## config.mk

```make
export PLATFORM = sky130hd
export DESIGN_NAME = read_data_router
export DESIGN_NICKNAME = d
export VERILOG_FILES = /design/src/rtl/read_data_router.sv
export SDC_FILE = /design/constraint.sdc
export NUM_CORES = 1
export LEC_CHECK = 0
export BUFFER_PORTS_ARGS = -buffer_cell sky130_fd_sc_hd__buf_2
export CAP_MARGIN = 20
export CORE_AREA = 8 8 99 101
export DETAILED_ROUTE_END_ITERATION = 7
export DIE_AREA = 0 0 107 109
export PLACE_DENSITY = 0.94
export SYNTH_ARGS = -nofsm -noshare
export SYNTH_HDL_FRONTEND = slang
export SYNTH_SLANG_ARGS = --single-unit
export TNS_END_PERCENT = 50
```

## constraint.sdc

```tcl
create_clock -name clk -period 5.17 [get_ports clk]
set_clock_uncertainty 0.1 [all_clocks]
set_input_delay 0.7755 -clock clk [delete_from_list [all_inputs] [get_ports clk]]
set_output_delay 0.7755 -clock clk [all_outputs]
set_load 0.005 [all_outputs]
```

## src/rtl/read_data_router.sv

```systemverilog
// read_data_router: in-order read-data steering from slaves to one master with burst tracking
// Each accepted address pushes {sel, len}; the head entry steers data and counts beats until its last beat pops it.
module read_data_router #(
  parameter int num_slaves = 5,
  parameter int DATA_W = 32,
  parameter int DEPTH = 4
) (
  input  logic                                clk,
  input  logic                                reset,
  input  logic                                a_hs,
  input  logic [2:0]                          a_sel,
  input  logic [7:0]                          a_len,
  output logic                                q_full,
  input  logic [num_slaves-1:0][DATA_W-1:0]   s_rdata,
  input  logic [num_slaves-1:0][1:0]          s_rresp,
  input  logic [num_slaves-1:0]               s_rlast,
  input  logic [num_slaves-1:0]               s_rvalid,
  output logic [num_slaves-1:0]               s_rready,
  output logic [DATA_W-1:0]                   m_rdata,
  output logic [1:0]                          m_rresp,
  output logic                                m_rlast,
  output logic                                m_rvalid,
  input  logic                                m_rready,
  input  logic                                err_clr,
  output logic                                err_overflow,
  output logic                                err_last
);
  localparam int AW = $clog2(DEPTH);
  logic [2:0] sel_q [DEPTH];
  logic [7:0] len_q [DEPTH];
  logic [AW-1:0] wr_ptr, rd_ptr;
  logic [AW:0] count;
  logic [7:0] beat, head_len;
  logic [2:0] head_sel, idx;
  logic empty, hit, beat_hs, push, pop;
  assign empty = count == '0;
  assign q_full = count == (AW+1)'(DEPTH);
  assign head_sel = sel_q[rd_ptr];
  assign head_len = len_q[rd_ptr];
  assign hit = 32'(head_sel) < num_slaves;
  // Index clamped so a decode-error head never reads past the slave arrays
  assign idx = hit ? head_sel : 3'd0;
  always_comb begin
    m_rvalid = !empty && (hit ? s_rvalid[idx] : 1'b1);
    m_rdata = (!empty && hit) ? s_rdata[idx] : '0;
    m_rresp = empty ? 2'b00 : (hit ? s_rresp[idx] : 2'b11);
    m_rlast = !empty && (beat == head_len);
    s_rready = (!empty && hit && m_rready) ? num_slaves'(1) << idx : '0;
  end
  assign beat_hs = m_rvalid && m_rready;
  assign pop = beat_hs && m_rlast;
  assign push = a_hs && !q_full;
  always_ff @(posedge clk) begin
    if (push) begin
      sel_q[wr_ptr] <= a_sel;
      len_q[wr_ptr] <= a_len;
    end
  end
  always_ff @(posedge clk or negedge reset) begin
    if (!reset) begin
      wr_ptr <= '0;
      rd_ptr <= '0;
      count <= '0;
      beat <= '0;
      err_overflow <= 1'b0;
      err_last <= 1'b0;
    end else begin
      wr_ptr <= wr_ptr + AW'(push);
      rd_ptr <= rd_ptr + AW'(pop);
      count <= count + (AW+1)'(push) - (AW+1)'(pop);
      beat <= pop ? '0 : beat + 8'(beat_hs);
      err_overflow <= (a_hs && q_full) || (err_overflow && !err_clr);
      err_last <= (beat_hs && hit && (s_rlast[idx] != m_rlast)) || (err_last && !err_clr);
    end
  end
endmodule

```

==> metrics.txt, run 1 <==
internal power=0.00152 W; FP Rows=34; Die Area=11700 sq um; Core Footprint=8380 sq um; Async S/R FF share, synth=27.9%; Crit Path Category=reg -> out; TNS Setup=0 ns; sequential power share=29.4%; iteration-0 DRC count of the detailed router=277; Synth Warn #=0; leakage dissipation=2.36 nW; Setup crit end kind=output port; Die Y=109 um; Slew Viols, Final=0; global-route wire length before repair=22300 um; Final Critical Period=4.51 ns; min-delay worst type=in -> async; Gates resized, CTS repair=0; CP max-delay cell=dfrtp_1; Max Clock Freq=0.222 GHz; vias in the first global route=4066; dpl hpwl=12100 um; unrepaired setup endpoints after global routing=no; # setup viols final=0; switch share=41.7%; Syn Nets=580; crit-path cells=mux4_2, nor2b_1, nand2b_1, buf_4, o22ai_1, nor3_1, a21oi_1, nor2_1, buf_2; H-tree depth=3; grt ovf=0; Post-Route WL=15100 um; fraction of layout cells with a size suffix above 1=46.1%; Worst-path clk slew=0.07 ns; Max stage delay on crit path=0.79 ns; area delta synth->final=38.7%; post-CTS setup buffers=0; Post-synth EDFFs=44; status=completed; Via density=5.67; initial antenna violation count=1; hold buffers post-CTS=0; fin nets=807; number of remaining DRC errors=0; Worst-Skew Late Latency=0.33 ns; max-cap violations=0; Psw=0.00109 W; Initial Utilization=44.9%; root buffer cell=clkbuf_8; die width=107 um; final period utilization=87.3%; final core utilization=62.2%; Num CTS Buffers=9; I/O pin cnt=240; CP bufs+invs=2; Critical Path AT=3.64 ns; Port Buffers=239; reg2reg setup slack=1.08 ns; DRT Pass-1 Iters=6; Netlist Area Pre-Place=3760 sq um; RePlAce Congestion=1.02; ANT nets after route=0; maximum vdd drop=294 uV; Avg WL per Cell=21.0 um; GRT Total Usage=24.5%; share of total power in combinational logic=54.8%; CTS max path bufs=2; largest net degree at the start of global routing=37; Avg Inst Size Synth=9.98 sq um; library cells used by synthesis=46; Top Family by Delay on Critical Path=simple AND/OR/NAND/NOR gates; #FFs+latches synth=61; DR vias=4074; clock sinks=61; CTS tree=done; Slew HR=33.1%; power density over the cells=500 nW/um^2; CP Max Fanout=17; Cells after Synth=377; clock network power share=15.8%; Worst Path Required=4.29 ns; ys flop type=edfxtp_1; Final Hold Fails=0; register area share after synthesis=46.4%; CP Launch Type=flip-flop; worst-margin pin slew=1.00 ns
[cells in the mapped netlist (2+ instances only)]
cell type  count  area share (%)
nand2_1       10             1.0
mux2i_1        5             1.3
o21ai_0        3            0.40
inv_1         10             1.0
mux2_2         2            0.60
mux4_2         9             5.4
nor2b_1        4            0.67
buf_4          3            0.60
and3_1         3            0.50
or2_1          2            0.33
buf_2         18             2.4
o22ai_1       65              11
ha_1           6             2.0
buf_1          2            0.20
nand3_1        5            0.67
a21oi_1       35             4.7
xor2_1         7             1.6
buf_6          2            0.60
nor2_1        47             4.7
edfxtp_1      44              35
nor3b_1        2            0.40
clkbuf_1       5            0.50
nand2b_1       2            0.33
xnor2_1       13             3.0
dfrtp_1       17              11
nor3_1        36             4.8
[power by group through the flow]
stage	registers [W]	clock network (W)	logic, W
after floorplan	0.000724	0	0.000949
after global placement	0.000761	0	0.00137
after detailed placement	0.000775	0	0.00141
after CTS	0.000767	0.000420	0.00141
after global routing	0.000784	0.000441	0.00157
final	0.000765	0.000413	0.00143
[path summary, 6_finish.rpt]
path,end,depth (start not counted),from
worst max-delay path,m_rdata[2],9,rd_ptr[0]
worst min register to register,count[2],1,count[2]
min in group clk,count[2],1,count[2]
worst min-delay path,beat[3],1,reset
worst max register to register,count[2],12,rd_ptr[0]
max in group asynchronous,count[1],1,reset
[logic make-up after synthesis]
kind of cell / after synthesis / share of synthesized area, %
buffers and inverters: 40 / 5.29
XOR/XNOR: 20 / 4.66
flip-flops: 61 / 46.4
AND/OR/NAND/NOR: 121 / 16.0
multiplexers: 16 / 7.32
AO/OA/AOI/OAI: 112 / 17.8
adder cells (fa/ha/maj): 7 / 2.53
[through the flow]
stage	area [sq um]	worst slack, ns	power [W]	std cells	hold WS, ns
CTS	5180	0.564	0.00260	716	0.258
detailed placement	4980	0.939	0.00218	700	0.421
global route	5210	0.388	0.00279	717	0.272
floorplan	3760	1.86	0.00167	377	0.375
global placement	4980	0.967	0.00213	700	0.394
finish	5220	0.659	0.00261	719	0.264
[final cells by class]
class	count	area, sq um
Clock inverter	6	62.6
Fill cell	714	3170
Inverter	10	37.5
Multi-Input combinational cell	276	1820
Antenna cell	2	5.00
Timing Repair Buffer	246	1270
Tap cell	108	135
Clock buffer	10	138
Sequential cell	61	1750
[layer usage]
metal	global-route usage [%]	vias up	share of wire, %
met4	8.34	2	2.4
met1	28.6	1929	38
li1	-	1895	-
met2	43.6	214	52
met5	0	-	0.086
met3	5.56	34	7.6
[flip-flops by register name, indices dropped and copies added, names as in the netlist]
register	cells
beat	8
sel_q	12
len_q	32
err_last	1
rd_ptr	2
err_overflow	1
count	3
wr_ptr	2
[worst register-to-register path, delay by kind of cell (launching register included)]
family	cells	cell delay (ns)
and+or+nand+nor	3	0.97
AOI/OAI and AO/OA	2	0.29
DFF	1	0.79
xor gates and xnor gates	2	0.29
buffers and inverters	1	0.04
adders and majority gates	3	0.76
muxes	1	0.74
[cell usage in the layout, fill, tap and decap left out, drive strengths merged, types with 3 or more instances in the layout]
cell,count
o22ai,65
dfrtp,17
o21ai,4
a21oi,35
buf,246
mux4,9
clkbuf,10
xnor2,13
nand3,5
edfxtp,44
nand2,10
nor2b,4
mux2i,5
clkinvlp,3
and3,3
nor2,49
inv,10
xor2,7
nor3,37
ha,6
Note: power is estimated with default switching activity, not from simulation.
==> run 2, diff against run 1 <==
--- a/config.mk
+++ b/config.mk
@@ -5,12 +5,14 @@
 export SDC_FILE = /design/constraint.sdc
 export NUM_CORES = 1
 export LEC_CHECK = 0
+export ABC_AREA = 1
 export BUFFER_PORTS_ARGS = -buffer_cell sky130_fd_sc_hd__buf_2
 export CAP_MARGIN = 20
-export CORE_AREA = 8 8 99 101
+export CORE_AREA = 8 8 105 107
 export DETAILED_ROUTE_END_ITERATION = 7
-export DIE_AREA = 0 0 107 109
-export PLACE_DENSITY = 0.94
+export DIE_AREA = 0 0 113 115
+export GPL_ROUTABILITY_DRIVEN = 0
+export PLACE_DENSITY = 0.93
 export SYNTH_ARGS = -nofsm -noshare
 export SYNTH_HDL_FRONTEND = slang
 export SYNTH_SLANG_ARGS = --single-unit
==> metrics.txt, run 2 <==
Avg WL per Cell=19.0 um (-9.5%); Worst Path Required=4.29 ns (about the same); post-CTS setup buffers=0 (unchanged); Slew HR=32.4% (-0.70 points); area delta synth->final=31.2%; Setup crit end kind=output port; Avg Inst Size Synth=7.80 sq um (-22%); clock sinks=61 (unchanged); Final Hold Fails=0 (unchanged); CP Max Fanout=33 (+16); post-route cell area=5820 sq um (+12%); share of the synthesized area in the top cell type=29.8% (-5.3 points); DP Area=5580 sq um (+12%); global-route wire length before repair=25600 um (+15%); Gates resized, CTS repair=0 (unchanged); largest net degree at the start of global routing=41 (+11%); CP Launch Type=flip-flop; Via density=5.60 (-1.2%); status=completed; top-count cell post-synth=nand2_1; Slew Viols, Final=0 (unchanged); library cells used by synthesis=41 (-11%); reg2reg setup slack=1.20 ns (+0.12 ns); fraction of layout cells with a size suffix above 1=37.2% (-9.0 points); grt ovf=0 (unchanged); Regs by FF count=len_q: 32 flops, sel_q: 12 flops, beat: 8 flops; FF-to-FF Start=rd_ptr[0]; Syn Nets=772 (+33%); min-delay worst type=in -> async; final period utilization=85.6% (-1.7 points); root buffer cell=clkbuf_8; commonest non-fill, non-tap cell in the layout=buf_2; dpl hpwl=13900 um (+15%); most frequent cells in the layout=buf_2 (239), nand2_1 (120), nor2_1 (61); # setup viols final=0 (unchanged); Netlist Area Pre-Place=4440 sq um (+18%); Critical Path AT=3.55 ns (-0.09 ns); Reg with most FFs=len_q; power density over the cells=507 nW/um^2 (+1.4%); Async S/R FF share, synth=27.9% (unchanged); Initial Utilization=46.9% (+2.0 points); DRT Pass-1 Iters=5 (-1); max reg flops=32 (unchanged); Area contributors post-synth=edfxtp_1 (30%), nand2_1 (10%), dfrtp_1 (9.6%); Post-Route WL=17400 um (+15%); DR vias=5111 (+25%); Synth Warn #=0 (unchanged); max-cap violations=0 (unchanged); maximum vdd drop=310 uV (+5.5%); ys flop type=edfxtp_1; Cells after Synth=569 (+51%); ANT nets after route=0 (unchanged); worst-margin pin slew=1.01 ns (+0.00866 ns); Crit Path Category=reg -> out; Die Y=115 um (+5.5%); FP Rows=36 (+5.9%); register area share after synthesis=39.4% (-7.1 points); unrepaired setup endpoints after global routing=no; Die Area=13000 sq um (+11%); CTS tree=done; Reg2Reg Depth=18 (+6); die width=113 um (+5.6%); iteration-0 DRC count of the detailed router=558 (+100%); fin nets=993 (+23%); initial antenna violation count=6 (+5); #FFs+latches synth=61 (unchanged); vias in the first global route=4933 (+21%); GRT Total Usage=25.4% (+0.90 points); TNS Setup=0 ns (unchanged); Post-synth EDFFs=44 (unchanged); reg2reg end=beat[7]; Max Clock Freq=0.226 GHz (+1.9%); Num CTS Buffers=9 (unchanged); Core Footprint=9460 sq um (+13%); I/O pin cnt=240 (unchanged); Port Buffers=239 (unchanged); number of remaining DRC errors=0 (unchanged); Worst-path clk slew=0.07 ns (about the same); hold buffers post-CTS=0 (unchanged); H-tree depth=3 (unchanged); Final Critical Period=4.43 ns (-0.0861 ns); leakage dissipation=2.91 nW (+23%); Worst-Skew Late Latency=0.35 ns (+0.02 ns); leading area contributor after synthesis=edfxtp_1; Post-synth top cells=nand2_1 (120), nor2_1 (61), edfxtp_1 (44), inv_1 (44); CTS max path bufs=2 (unchanged)
## run 2: cells by family after synthesis
logic type | count (synthesis) | synth area share [%]
adders and majority gates | 7 | 2.14
xor gates and xnor gates | 7 | 1.38
and+or+nand+nor | 303 | 33.1
DFF | 61 | 39.4
buffers and inverters | 83 | 9.42
AOI/OAI and AO/OA | 108 | 14.6
## run 2: worst max path at each step
stage / from / slack, ns / end / cells past startpoint
after floorplan: rd_ptr[0] / 2.45 / count[1] / 16
after global placement: rd_ptr[0] / 1.23 / m_rdata[2] / 11
after detailed placement: rd_ptr[0] / 1.11 / m_rdata[2] / 11
after CTS: rd_ptr[0] / 0.74 / m_rdata[2] / 11
after global routing: rd_ptr[0] / 0.45 / m_rdata[5] / 11
final: rd_ptr[0] / 0.74 / m_rdata[5] / 11
## run 2: layout make-up
class / count / area (sq um)
Tap cell: 114 / 143
Inverter: 50 / 191
Clock buffer: 10 / 128
Antenna cell: 5 / 12.5
Clock inverter: 5 / 76.3
Fill cell: 886 / 3640
Timing Repair Buffer: 243 / 1230
Sequential cell: 61 / 1750
Multi-Input combinational cell: 425 / 2290
## run 2: power breakdown
| part | internal [W] | total, W | switching, W |
|---|---|---|---|
| clock | 0.000266 | 0.000438 | 0.000172 |
| sequential | 0.000661 | 0.000753 | 0.0000923 |
| combinational | 0.000670 | 0.00176 | 0.00109 |
## run 2: per-layer routing
layer	routed length (um)	up-vias	GRT usage [%]
met3	1740	72	7.62
met1	5620	2329	24.6
met5	29	-	0
met4	833	4	13.5
li1	-	2397	-
met2	9130	309	47.9
## run 2: worst max-delay path, cell delays in order (launching register included)
cell and delay, ns:
dfrtp_1 0.87, inv_4 0.24, nand2_1 0.11, nand3_1 0.07, nand2_1 0.36, nand2_4 0.34, nor2_2 0.29, inv_2 0.27
or2_2 0.35, nand3b_1 0.10, a21oi_1 0.06, buf_2 0.14
## run 2: through the flow
| step | instances | utilization (%) | total power (W) | hold WS (ns) | setup WS [ns] |
|---|---|---|---|---|---|
| 2_1_floorplan | 569 | - | 0.00194 | 0.371 | 2.45 |
| 3_3_place_gp | 891 | 59.0 | 0.00245 | 0.366 | 1.23 |
| 3_5_place_dp | 891 | 59.0 | 0.00250 | 0.373 | 1.11 |
| 4_1_cts | 906 | 61.2 | 0.00293 | 0.242 | 0.742 |
| 5_1_grt | 912 | 61.5 | 0.00318 | 0.256 | 0.449 |
| 6_report | 913 | 61.6 | 0.00295 | 0.241 | 0.745 |
==> run 3, diff against run 2 <==
--- a/config.mk
+++ b/config.mk
@@ -8,11 +8,13 @@
 export ABC_AREA = 1
 export BUFFER_PORTS_ARGS = -buffer_cell sky130_fd_sc_hd__buf_2
 export CAP_MARGIN = 20
-export CORE_AREA = 8 8 105 107
+export CELL_PAD_IN_SITES_DETAIL_PLACEMENT = 0
+export CELL_PAD_IN_SITES_GLOBAL_PLACEMENT = 2
+export CORE_AREA = 8 8 140 142
 export DETAILED_ROUTE_END_ITERATION = 7
-export DIE_AREA = 0 0 113 115
+export DIE_AREA = 0 0 148 150
 export GPL_ROUTABILITY_DRIVEN = 0
-export PLACE_DENSITY = 0.93
+export PLACE_DENSITY = 0.95
 export SYNTH_ARGS = -nofsm -noshare
 export SYNTH_HDL_FRONTEND = slang
 export SYNTH_SLANG_ARGS = --single-unit
==> metrics.txt, run 3 (same netlist as run 2, synthesis figures left out) <==
final period utilization=86.3% (+0.73 points); Critical Path AT=3.59 ns (+0.04 ns); iteration-0 DRC count of the detailed router=183 (-67%); Fillers=1918 (+120%); Via density=4.73 (-15%); Gates resized, CTS repair=0 (unchanged); root buffer cell=clkbuf_16; leakage dissipation=2.95 nW (+1.3%); Crit Path Category=reg -> out; CTS max path bufs=2 (unchanged); internal power=0.00170 W (+6.8%); Setup Slack @ Placement=0.994 ns (-0.113 ns); largest net degree at the start of global routing=46 (+12%); Max Clock Freq=0.224 GHz (-0.85%); Worst-path clk slew=0.06 ns (about the same); Core Footprint=17500 sq um (+85%); vias in the first global route=4925 (-0.16%); Setup crit end kind=output port; Reg with most FFs=len_q; initial antenna violation count=6 (unchanged); Avg WL per Cell=18.3 um (-3.8%); worst-margin pin slew=1.03 ns (+0.0232 ns); Worst Path Required=4.29 ns (about the same); # setup viols final=0 (unchanged); final core utilization=34.5% (-27 points); Psw=0.00139 W (+2.4%); fin nets=992 (-0.10%); PnR worst setup slack=0.707 ns (-0.0378 ns); max reg flops=32 (unchanged); GRT Total Usage=16.2% (-9.2 points); min-delay worst type=in -> async; dpl hpwl=15500 um (+11%); fraction of layout cells with a size suffix above 1=37.4% (+0.25 points); I/O pin cnt=240 (unchanged); most frequent cells in the layout=buf_2 (239), nand2_1 (120), nor2_1 (61); area delta synth->final=36.5%; final instance count without filler cells=1027 (+12%); H-tree depth=3 (unchanged); Final Hold Fails=0 (unchanged); reg2reg setup slack=1.19 ns (about the same); FP Rows=49 (+36%); GRT met1 Usage=15.9% (-8.7 points); GR peak layer=met2; number of remaining DRC errors=0 (unchanged); DRT Pass-1 Iters=5 (unchanged); CP Max Fanout=33 (unchanged); clock network power share=19.6% (+4.8 points); maximum vdd drop=212 uV (-32%); status=completed; Port Buffers=239 (unchanged); Post-Route WL=18800 um (+8.2%); unrepaired setup endpoints after global routing=no; met3 GRT Util=3.90% (-3.7 points); share of total power in combinational logic=56.2% (-3.4 points); post-CTS setup buffers=0 (unchanged); Initial Utilization=25.3% (-22 points); Storage cell area=1750 sq um (unchanged); hold buffers post-CTS=0 (unchanged); die width=148 um (+31%); GR Layer Usage met2=32.5% (-15 points); global-route wire length before repair=27600 um (+8.0%); switch share=44.8% (-1.0 points); Die Y=150 um (+30%); Die Area=22200 sq um (+71%); ANT nets after route=0 (unchanged); sequential power share=24.2% (-1.3 points); DP Cell Count=1006 (+13%); CP Launch Type=flip-flop; Regs by FF count=len_q: 32 flops, sel_q: 12 flops, beat: 8 flops; Slew HR=30.8% (-1.6 points); multi-input gate area in the final layout=2290 sq um (unchanged); Slew Viols, Final=0 (unchanged); power density over the cells=510 nW/um^2 (+0.75%); max-cap violations=0 (unchanged); DR vias=4862 (-4.9%); Num CTS Buffers=9 (unchanged); commonest non-fill, non-tap cell in the layout=buf_2; TNS Setup=0 ns (unchanged); clock sinks=61 (unchanged); Worst-Skew Late Latency=0.33 ns (-0.02 ns); Final Critical Period=4.46 ns (+0.0378 ns); grt ovf=0 (unchanged); CTS tree=done
==> run 3: metal layers <==
layer / up-vias / share of wire [%]
met5: - / 0.14
met3: 30 / 8.2
met4: 4 / 2.2
li1: 2400 / -
met2: 187 / 55
met1: 2241 / 35
==> run 3: power groups by stage <==
stage	registers, W	clock network [W]	logic (W)
2_1_floorplan	0.000719	0	0.00122
3_3_place_gp	0.000760	0	0.00175
3_5_place_dp	0.000763	0	0.00176
4_1_cts	0.000753	0.000615	0.00176
5_1_grt	0.000767	0.000633	0.00197
6_report	0.000749	0.000606	0.00174
==> run 3: final timing paths <==
kind                                start         end  depth (start not counted)
max in group asynchronous           reset    err_last                          1
min in group clk                 err_last    err_last                          2
worst min-delay path                reset   wr_ptr[1]                          1
worst max register to register  rd_ptr[0]    count[1]                         14
worst max-delay path            rd_ptr[0]  m_rdata[5]                         11
worst min register to register   err_last    err_last                          2
==> run 3: critical path: stages, from the launching register on <==
cell      delay [ns]
dfrtp_1         0.88
inv_4           0.25
nand2_1         0.12
nand3_1         0.07
nand2_1         0.36
nand2_4         0.33
nor2_2          0.28
inv_2           0.26
or2_2           0.35
nand3b_1        0.15
a21oi_1         0.08
buf_2           0.14
==> run 3: stage by stage <==
stage / cell area [sq um] / hold slack, ns / power, W
final: 6060 / 0.262 / 0.00309
after global routing: 6050 / 0.296 / 0.00337
after CTS: 6040 / 0.272 / 0.00313
after detailed placement: 5730 / 0.386 / 0.00252
after global placement: 5730 / 0.378 / 0.00251
after floorplan: 4440 / 0.371 / 0.00194
==> run 3: area by class of cell <==
type | instances | share of cell area [%]
inverters | 50 | 3.16
flip-flops and latches | 61 | 28.8
clock buffers | 9 | 3.72
well taps | 229 | 4.73
repair buffers | 242 | 20.2
clock inverters | 7 | 1.36
diodes | 4 | 0.165
multi-input cells | 425 | 37.8
